<file path="config.mk">
export PLATFORM = sky130hd
export DESIGN_NAME = led_div_bank
export DESIGN_NICKNAME = d
export VERILOG_FILES = /design/src/rtl/led_div_pkg.sv /design/src/rtl/led_div_chan.sv /design/src/rtl/led_div_bank.sv
export SDC_FILE = /design/constraint.sdc
export NUM_CORES = 1
export LEC_CHECK = 0
export CORE_MARGIN = 10
export CORE_UTILIZATION = 55
export DETAILED_ROUTE_END_ITERATION = 12
export HOLD_SLACK_MARGIN = 0.06
export PLACE_DENSITY = 0.84
export SETUP_SLACK_MARGIN = 0.4
export SLEW_MARGIN = 20
export SYNTH_ARGS = -nofsm -noshare
export SYNTH_HDL_FRONTEND = slang
export SYNTH_HIERARCHICAL = 1
export SYNTH_SLANG_ARGS = --single-unit
</file>
<file path="constraint.sdc">
create_clock -name clk_50M -period 5.85 [get_ports clk_50M]
set_clock_uncertainty 0.2 [all_clocks]
set_input_delay 1.755 -clock clk_50M [delete_from_list [all_inputs] [get_ports clk_50M]]
set_output_delay 1.755 -clock clk_50M [all_outputs]
set_load 0.02 [all_outputs]
</file>
<file path="src/rtl/led_div_pkg.sv">
// Shared types and helpers for the multi-channel LED divider bank.
package led_div_pkg;

  typedef enum logic [1:0] {
    MODE_OFF    = 2'b00,
    MODE_SQUARE = 2'b01,
    MODE_PWM    = 2'b10,
    MODE_ON     = 2'b11
  } mode_t;

  localparam int DEF_CNT_W = 26;

  // Index width for n items, never narrower than one bit.
  function automatic int sel_width(input int n);
    return (n > 1) ? $clog2(n) : 1;
  endfunction

endpackage

</file>
<file path="src/rtl/led_div_chan.sv">
// One divider channel: period counter, square phase, mode/half/duty registers.
// Outputs lit and tick are registered from next-state values.
module led_div_chan
  import led_div_pkg::*;
#(
  parameter int          CNT_W    = DEF_CNT_W,
  parameter int unsigned DEF_HALF = 25000000
) (
  input  logic             clk_50M,
  input  logic             rst_n,
  input  logic             load,
  input  mode_t            mode,
  input  logic [CNT_W-1:0] half,
  input  logic [CNT_W-1:0] duty,
  input  logic             sync,
  output logic             lit,
  output logic             tick
);

  localparam logic [CNT_W-1:0] HALF_RST = CNT_W'(DEF_HALF);

  mode_t            mode_reg, mode_next;
  logic [CNT_W-1:0] half_reg, half_next;
  logic [CNT_W-1:0] duty_reg, duty_next;
  logic [CNT_W-1:0] cnt_reg, cnt_next;
  logic             phase_reg, phase_next;
  logic             lit_reg, lit_next;
  logic             tick_reg, tick_next;
  logic [CNT_W-1:0] last_cnt;

  // A half-period of zero behaves as one clock.
  assign last_cnt = (half_reg == '0) ? '0 : half_reg - CNT_W'(1);

  always_comb begin
    mode_next  = mode_reg;
    half_next  = half_reg;
    duty_next  = duty_reg;
    cnt_next   = cnt_reg;
    phase_next = phase_reg;
    tick_next  = 1'b0;
    lit_next   = 1'b0;

    if (load) begin
      mode_next = mode;
      half_next = half;
      duty_next = duty;
    end

    // Load and sync both restart the period and override a coincident wrap.
    if (load || sync) begin
      cnt_next   = '0;
      phase_next = 1'b0;
    end else if (mode_reg == MODE_SQUARE || mode_reg == MODE_PWM) begin
      if (cnt_reg == last_cnt) begin
        cnt_next  = '0;
        tick_next = 1'b1;
        if (mode_reg == MODE_SQUARE) begin
          phase_next = ~phase_reg;
        end
      end else begin
        cnt_next = cnt_reg + CNT_W'(1);
      end
    end else begin
      cnt_next = '0;
    end

    case (mode_next)
      MODE_SQUARE: lit_next = phase_next;
      MODE_PWM:    lit_next = (cnt_next < duty_next);
      MODE_ON:     lit_next = 1'b1;
      default:     lit_next = 1'b0;
    endcase
  end

  always_ff @(posedge clk_50M or negedge rst_n) begin
    if (!rst_n) begin
      mode_reg  <= MODE_SQUARE;
      half_reg  <= HALF_RST;
      duty_reg  <= '0;
      cnt_reg   <= '0;
      phase_reg <= 1'b0;
      lit_reg   <= 1'b0;
      tick_reg  <= 1'b0;
    end else begin
      mode_reg  <= mode_next;
      half_reg  <= half_next;
      duty_reg  <= duty_next;
      cnt_reg   <= cnt_next;
      phase_reg <= phase_next;
      lit_reg   <= lit_next;
      tick_reg  <= tick_next;
    end
  end

  assign lit  = lit_reg;
  assign tick = tick_reg;

endmodule

</file>
<file path="src/rtl/led_div_bank.sv">
// Bank of CH independent LED dividers with a shared valid/ready config port,
// global sync, out-of-range channel error pulse and LED polarity selection.
module led_div_bank
  import led_div_pkg::*;
#(
  parameter int          CH             = 4,
  parameter int          CNT_W          = DEF_CNT_W,
  parameter int unsigned DEF_HALF       = 25000000,
  parameter bit          LED_ACTIVE_LOW = 1'b1,
  parameter int          CH_W           = sel_width(CH)
) (
  input  logic             clk_50M,
  input  logic             rst_n,
  input  logic             sync,
  input  logic             cfg_valid,
  output logic             cfg_ready,
  input  logic [CH_W-1:0]  cfg_ch,
  input  logic [1:0]       cfg_mode,
  input  logic [CNT_W-1:0] cfg_half,
  input  logic [CNT_W-1:0] cfg_duty,
  output logic             cfg_err,
  output logic [CH-1:0]    led_out,
  output logic [CH-1:0]    tick
);

  logic          cfg_ready_reg, cfg_ready_next;
  logic          cfg_err_reg, cfg_err_next;
  logic          xfer;
  logic          ch_bad;
  logic [CH-1:0] load;
  logic [CH-1:0] lit;
  mode_t         cfg_mode_e;

  assign xfer       = cfg_valid && cfg_ready_reg;
  assign ch_bad     = (32'(cfg_ch) >= 32'(CH));
  assign cfg_mode_e = mode_t'(cfg_mode);

  // Ready drops for the single cycle after each accepted transfer.
  always_comb begin
    cfg_ready_next = ~xfer;
    cfg_err_next   = xfer && ch_bad;
  end

  always_ff @(posedge clk_50M or negedge rst_n) begin
    if (!rst_n) begin
      cfg_ready_reg <= 1'b0;
      cfg_err_reg   <= 1'b0;
    end else begin
      cfg_ready_reg <= cfg_ready_next;
      cfg_err_reg   <= cfg_err_next;
    end
  end

  assign cfg_ready = cfg_ready_reg;
  assign cfg_err   = cfg_err_reg;

  generate
    for (genvar gi = 0; gi < CH; gi++) begin : g_chan
      assign load[gi] = xfer && (cfg_ch == CH_W'(gi));

      led_div_chan #(
        .CNT_W    (CNT_W),
        .DEF_HALF (DEF_HALF)
      ) u_chan (
        .clk_50M (clk_50M),
        .rst_n   (rst_n),
        .load    (load[gi]),
        .mode    (cfg_mode_e),
        .half    (cfg_half),
        .duty    (cfg_duty),
        .sync    (sync),
        .lit     (lit[gi]),
        .tick    (tick[gi])
      );

      assign led_out[gi] = LED_ACTIVE_LOW ? ~lit[gi] : lit[gi];
    end
  endgenerate

endmodule

</file>
Word-level counts from Yosys, hierarchy flattened:

Cells that the tools add are included.

* flip-flop bits (word level): 333
* input bits: 60
* output and inout port bits: 10
* word-level logic and storage cells: 151

* add/subtract/negate cells: 8
* magnitude comparators: 4
* equal/unequal tests: 27
* multiplexer cells: 56
* bitwise gates (word level): 9
* reductions and logical operators: 18

Operator list (number)
* $mux W26: 20
* $add A26 B1 Y26 const B: 4
* $eq A26 B26 Y1: 4
* $logic_not A26 Y1: 4
* $lt A26 B26 Y1: 4
* $sub A26 B1 Y26 const B: 4
* $eq A2 B2 Y1 const B: 14
* $mux W1: 28
* $eq A2 B1 Y1 const B: 9
* $pmux W1 S3: 4
* $not A1 Y1: 9
* $logic_or A1 B1 Y1: 8
* $mux W2: 4
* $logic_and A1 B1 Y1: 5
* $logic_not A2 Y1: 1

Depth between registers and ports, before layout:

* depth in word-level cells: 8
* gate-level depth with buffers: 25

Cells and area by module:

Netlist, hierarchy kept.

Modules (own cells, without submodules)
* led_div_chan (g_chan[1].u_chan ...): times used 2, cells an instance 560, area each 5390.2 µm²
* led_div_chan (g_chan[0].u_chan ...): times used 2, cells an instance 561, area each 5362.6 µm²
* led_div_bank: times used 1, cells an instance 12, area each 96.3 µm²

Worst setup path before layout:

Ideal clock, no wire load.

* kind: register -> register
* start: register g_chan[3].u_chan.half_reg[12]
* end: register g_chan[3].u_chan.lit_reg
* library setup time: 0.064 ns
* arrival time: 5.148 ns
* data required time: 5.586 ns
* path slack: 0.438 ns
* cell stages (with the launch flop): 23
* period minus slack after synthesis: 5.412 ns
* cell sequence: dfstp_2 -> or4_4 -> buf_6 -> or4_4 -> buf_6 -> or3_4 -> mux2_4 -> o22a_1 -> a2111oi_4 -> nand4_2 -> o21ai_2 -> buf_2 -> nor2_1 -> ha_1 -> a21o_1 -> a21o_1 -> a21oi_1 -> nor2_1 -> a2111oi_0 -> o21ai_0 -> o32a_1 -> nor3_1 -> or3b_1

* word-level cells in the longest chain between the ends: 8

RTL lines
* start: declaration: line led_div_chan.sv:23 `logic [CNT_W-1:0] half_reg, half_next;`
* start signal: assignment: line led_div_chan.sv:86 `half_reg <= half_next;`
* $sub A26 B1 Y26 / $logic_not A26 Y1 (equally long branches): line led_div_chan.sv:32 `assign last_cnt = (half_reg == '0) ? '0 : half_reg - CNT_W'(1);`
* $mux W26 *: line led_div_chan.sv:32
* $eq A26 B26 Y1 *: line led_div_chan.sv:54 `if (cnt_reg == last_cnt) begin`
* $mux W26 *: line led_div_chan.sv:54
* $mux W26 *: line led_div_chan.sv:53 `end else if (mode_reg == MODE_SQUARE || mode_reg == MODE_PWM) begin`
* $mux W26 *: line led_div_chan.sv:50 `if (load || sync) begin`
* named net g_chan[3].u_chan.cnt_next[3]: line led_div_chan.sv:25 `logic [CNT_W-1:0] cnt_reg, cnt_next;`
* $lt A26 B26 Y1 *: line led_div_chan.sv:69 `MODE_PWM: lit_next = (cnt_next < duty_next);`
* $pmux W1 S3 *: line led_div_chan.sv:67 `case (mode_next)`
* named net g_chan[3].u_chan.lit_next: line led_div_chan.sv:27 `logic lit_reg, lit_next;`
* end signal: assignment: line led_div_chan.sv:90 `lit_reg <= lit_next;`
* end: declaration: line led_div_chan.sv:27

Mark *: on every way through the listed nets, which the timed path passes. The rest lies on a longest branch.
A chain may end at the register's enable or synchronous reset.

Worst setup path after layout:

* start: register g_chan[3].u_chan.half_reg[11]
* end: register g_chan[3].u_chan.lit_reg

Same word-level chain as after synthesis.

==> impl_metrics.ini <==
[layout]
post-route-cell-area_um2 = 25200
post_layout_nonfiller_instances = 2913
flow.area_growth_from_synthesis_pct = 16.7
total_inserted_antenna_cells = 0
final_nets = 2539
post_route_cells_drive_above_1_share_pct = 19.4

[floorplan]
floorplan.die.height_um = 218
die_area_um2 = 47600
initial_cell_density_of_the_core_pct = 55.8
top_level_ports = 70
die_extent_in_x_um = 218
placement_rows = 72
core-area_um2 = 38700

[critical_path]
setup.worst_path.start_class = flop
critical_path_class = reg2reg
arrival_time_at_the_worst_endpoint_ps = 5820
cp_max_fo = 6
cp-end-kind = flop
worst-endpoint-required_ps = 6070

[grt]
first_global_vias = 17900
grt_first_pass_wirelength_mm = 103
grt_max_degree = 111
antenna_found_initial = 4
track_usage_pct = 27.8
globalRouteOverflowTotal = 0

[timing]
worst_slew_margin_rel_pct = 39.6
maxClockFrequency_mhz = 179
slew_violations = 0
rsz0062_at_grt = yes
fin_setup_tns_ps = 0
hold_viol_final = 0
setup_viol_count_final = 0
finalWorstPathRequiredPeriod_ps = 5600
worst_slew_pin_slew_ps = 906
timing.final.crit_share_pct = 95.7

[synth]
netlist_top_cells_area = dfrtp_1, ha_1, dfstp_2
yosys.area.top_type = dfrtp_1
synthesis.instances = 2254
yosys_warnings = 6
synthDistinctLibCells = 97
synth_seq_cells = 333
synth_fp_nets = 2426
synth.yosys.seq_area_share_pct = 38.9
synth_flop_cell = dfrtp_1
synth.avg_cell_area_um2 = 9.58
synth_enable_flop_cells = 0
asyncSetResetFlopFracSynth_pct = 100
yosysTopAreaCellShare_pct = 32.6
syn-cell-area_um2 = 21600

[route]
met3RoutedLength_mm = 6.66
finalWirelength_mm = 70.0
met1_wire_length_mm = 28.4
firstDrtPassIters = 8
detailroute.via_count = 18700
highest_layer = met4
wl_per_cell_um = 24.0
ant_nets = 0
dr_wl_met2_mm = 31.9
drc = 0
detailedRoute.firstIterationViolations = 2402
via_density_per_instance = 6.42

[status]
outcome = finished clean

[min_path]
worstHoldPathType = reg2reg

[place]
dpl_cell_area_um2 = 22900
numPortBuffers = 68
place_hpwl_mm = 49.3
gp_congestion = 0.973
placed_cells = 2794

[clock_network]
clock_path_buffers = 3
cts_tree = built
cts_max_level = 2
cts.sinks = 333
clkSlewWorstSetupHoldPaths_ps = 60
clock-root-buffer = clkbuf_16
worstSkewPairLatency_ps = 560
tritoncts.num_buffers = 38

[power]
power_density_nw_per_um2 = 305
seq_power_share_pct = 40.8
power.share.combinational_pct = 26.8
cell_internal_power_mw = 5.11
clkPwrFrac_pct = 32.4
power.leakage_nw = 10.5
total_switching_power_mw = 2.58
p_sw_share_pct = 33.6
vdd_drop_max_mv = 0.265

[job]
maxcap_violations = 0
## critical path, stage by stage, from the launching register on
cell and delay (ps):
dfstp_2 380, or4_4 590, or4_4 480, or3_4 380
mux2_4 300, o22a_1 200, a2111oi_4 290, nand4_2 210
o21ai_4 310, buf_12 190, nor2_4 50, ha_4 280
nand4_1 150, nor2_2 210, nand2_2 90, or3_4 390
o21ai_2 140, o32a_1 180, nor3_2 40, or3b_1 390
## per-layer routing
layer | GRT usage [%] | vias up
met2 | 43.7 | 948
met4 | 11.7 | 0
li1 | - | 8286
met5 | 0 | -
met3 | 5.08 | 208
met1 | 37.2 | 9266
## final timing paths
path / cells past startpoint / to / slack, ps / start
worst max-delay path: 19 / g_chan[3].u_chan/lit / 250 / g_chan[3].u_chan/half_reg[11]
worst min-delay path: 2 / g_chan[0].u_chan/duty_reg[6] / 290 / g_chan[0].u_chan/duty_reg[6]
worst max register to register: 19 / g_chan[3].u_chan/lit / 250 / g_chan[3].u_chan/half_reg[11]
worst min register to register: 2 / g_chan[0].u_chan/duty_reg[6] / 290 / g_chan[0].u_chan/duty_reg[6]
max in group asynchronous: 2 / g_chan[0].u_chan/half_reg[12] / 3310 / rst_n
min in group asynchronous: 1 / g_chan[2].u_chan/half_reg[5] / 1030 / rst_n
## power groups by stage
stage,clock (mW),combinational [mW],sequential [mW]
after floorplan,0,1.32,2.98
after global placement,0,1.76,3.12
after detailed placement,0,1.81,3.14
after CTS,2.52,1.85,3.11
after global routing,2.61,2.24,3.19
final,2.49,2.06,3.14
## synth_stat cells, types with 56 or more instances
library cell / instances
xor2_1: 86
nor4_1: 56
nor2_1: 212
o21ai_0: 80
inv_1: 166
ha_1: 112
dfrtp_1: 281
mux2_2: 94
xnor2_1: 118
clkbuf_1: 70
mux2i_1: 116
nand2_1: 130
nand3_1: 62
a21oi_1: 64
nor3_1: 59
## final cells by class
class / count / area, um^2
timing repair buffer: 174 / 1630
clock inverter: 18 / 213
fill: 2972 / 13500
sequential: 333 / 8400
multi-input combinational: 1654 / 12600
tap: 518 / 648
clock buffer: 50 / 1080
inverter: 166 / 626
## metrics by stage
step / util, % / setup slack [ps] / hold slack, ps / total power, mW
finish: 65.1 / 249 / 285 / 7.69
global route: 65.1 / 144 / 308 / 8.03
CTS: 63.0 / 361 / 289 / 7.49
detailed placement: 59.2 / 149 / 272 / 4.95
global placement: 59.2 / 206 / 269 / 4.88
floorplan: - / 438 / 253 / 4.30
## cell families after synthesis
family	share of synthesized area [%]
compound gates	10.4
xor+xnor	8.48
fa+ha+maj	6.49
buf+inv	5.20
flops	38.9
mux	10.4
other cells	0.0174
simple gates	20.1
## cells in the final DEF (no fill, tap or decap), drive strengths merged, types with 26 or more instances in the layout
| cell | Yosys | final |
|---|---|---|
| inv | 166 | 170 |
| nand4 | 56 | 56 |
| clkbuf | 71 | 52 |
| clkdlybuf4s50 | 0 | 67 |
| nand3 | 64 | 64 |
| xor2 | 86 | 86 |
| buf | 29 | 105 |
| xnor2 | 118 | 118 |
| mux2 | 96 | 96 |
| dfrtp | 281 | 281 |
| o21ai | 84 | 84 |
| and3 | 35 | 35 |
| nor3 | 61 | 61 |
| or3 | 26 | 26 |
| a21oi | 64 | 64 |
| nor4 | 62 | 62 |
| nor2 | 214 | 214 |
| dfstp | 52 | 52 |
| mux2i | 116 | 116 |
| ha | 112 | 112 |
| or4 | 26 | 26 |
| nand2 | 132 | 132 |
## timing repair
| action | 4_1_cts | 5_1_grt |
|---|---|---|
| pin swaps | 7 | 69 |
| gates cloned | 0 | 3 |
| hold endpoints to repair | 0 | 0 |
| resized for setup | 19 | 105 |
| hold buffers | 0 | 0 |
| buffers inserted | 10 | 38 |
| setup endpoints to repair | 4 | 4 |
(Power assumes the default switching activity.)
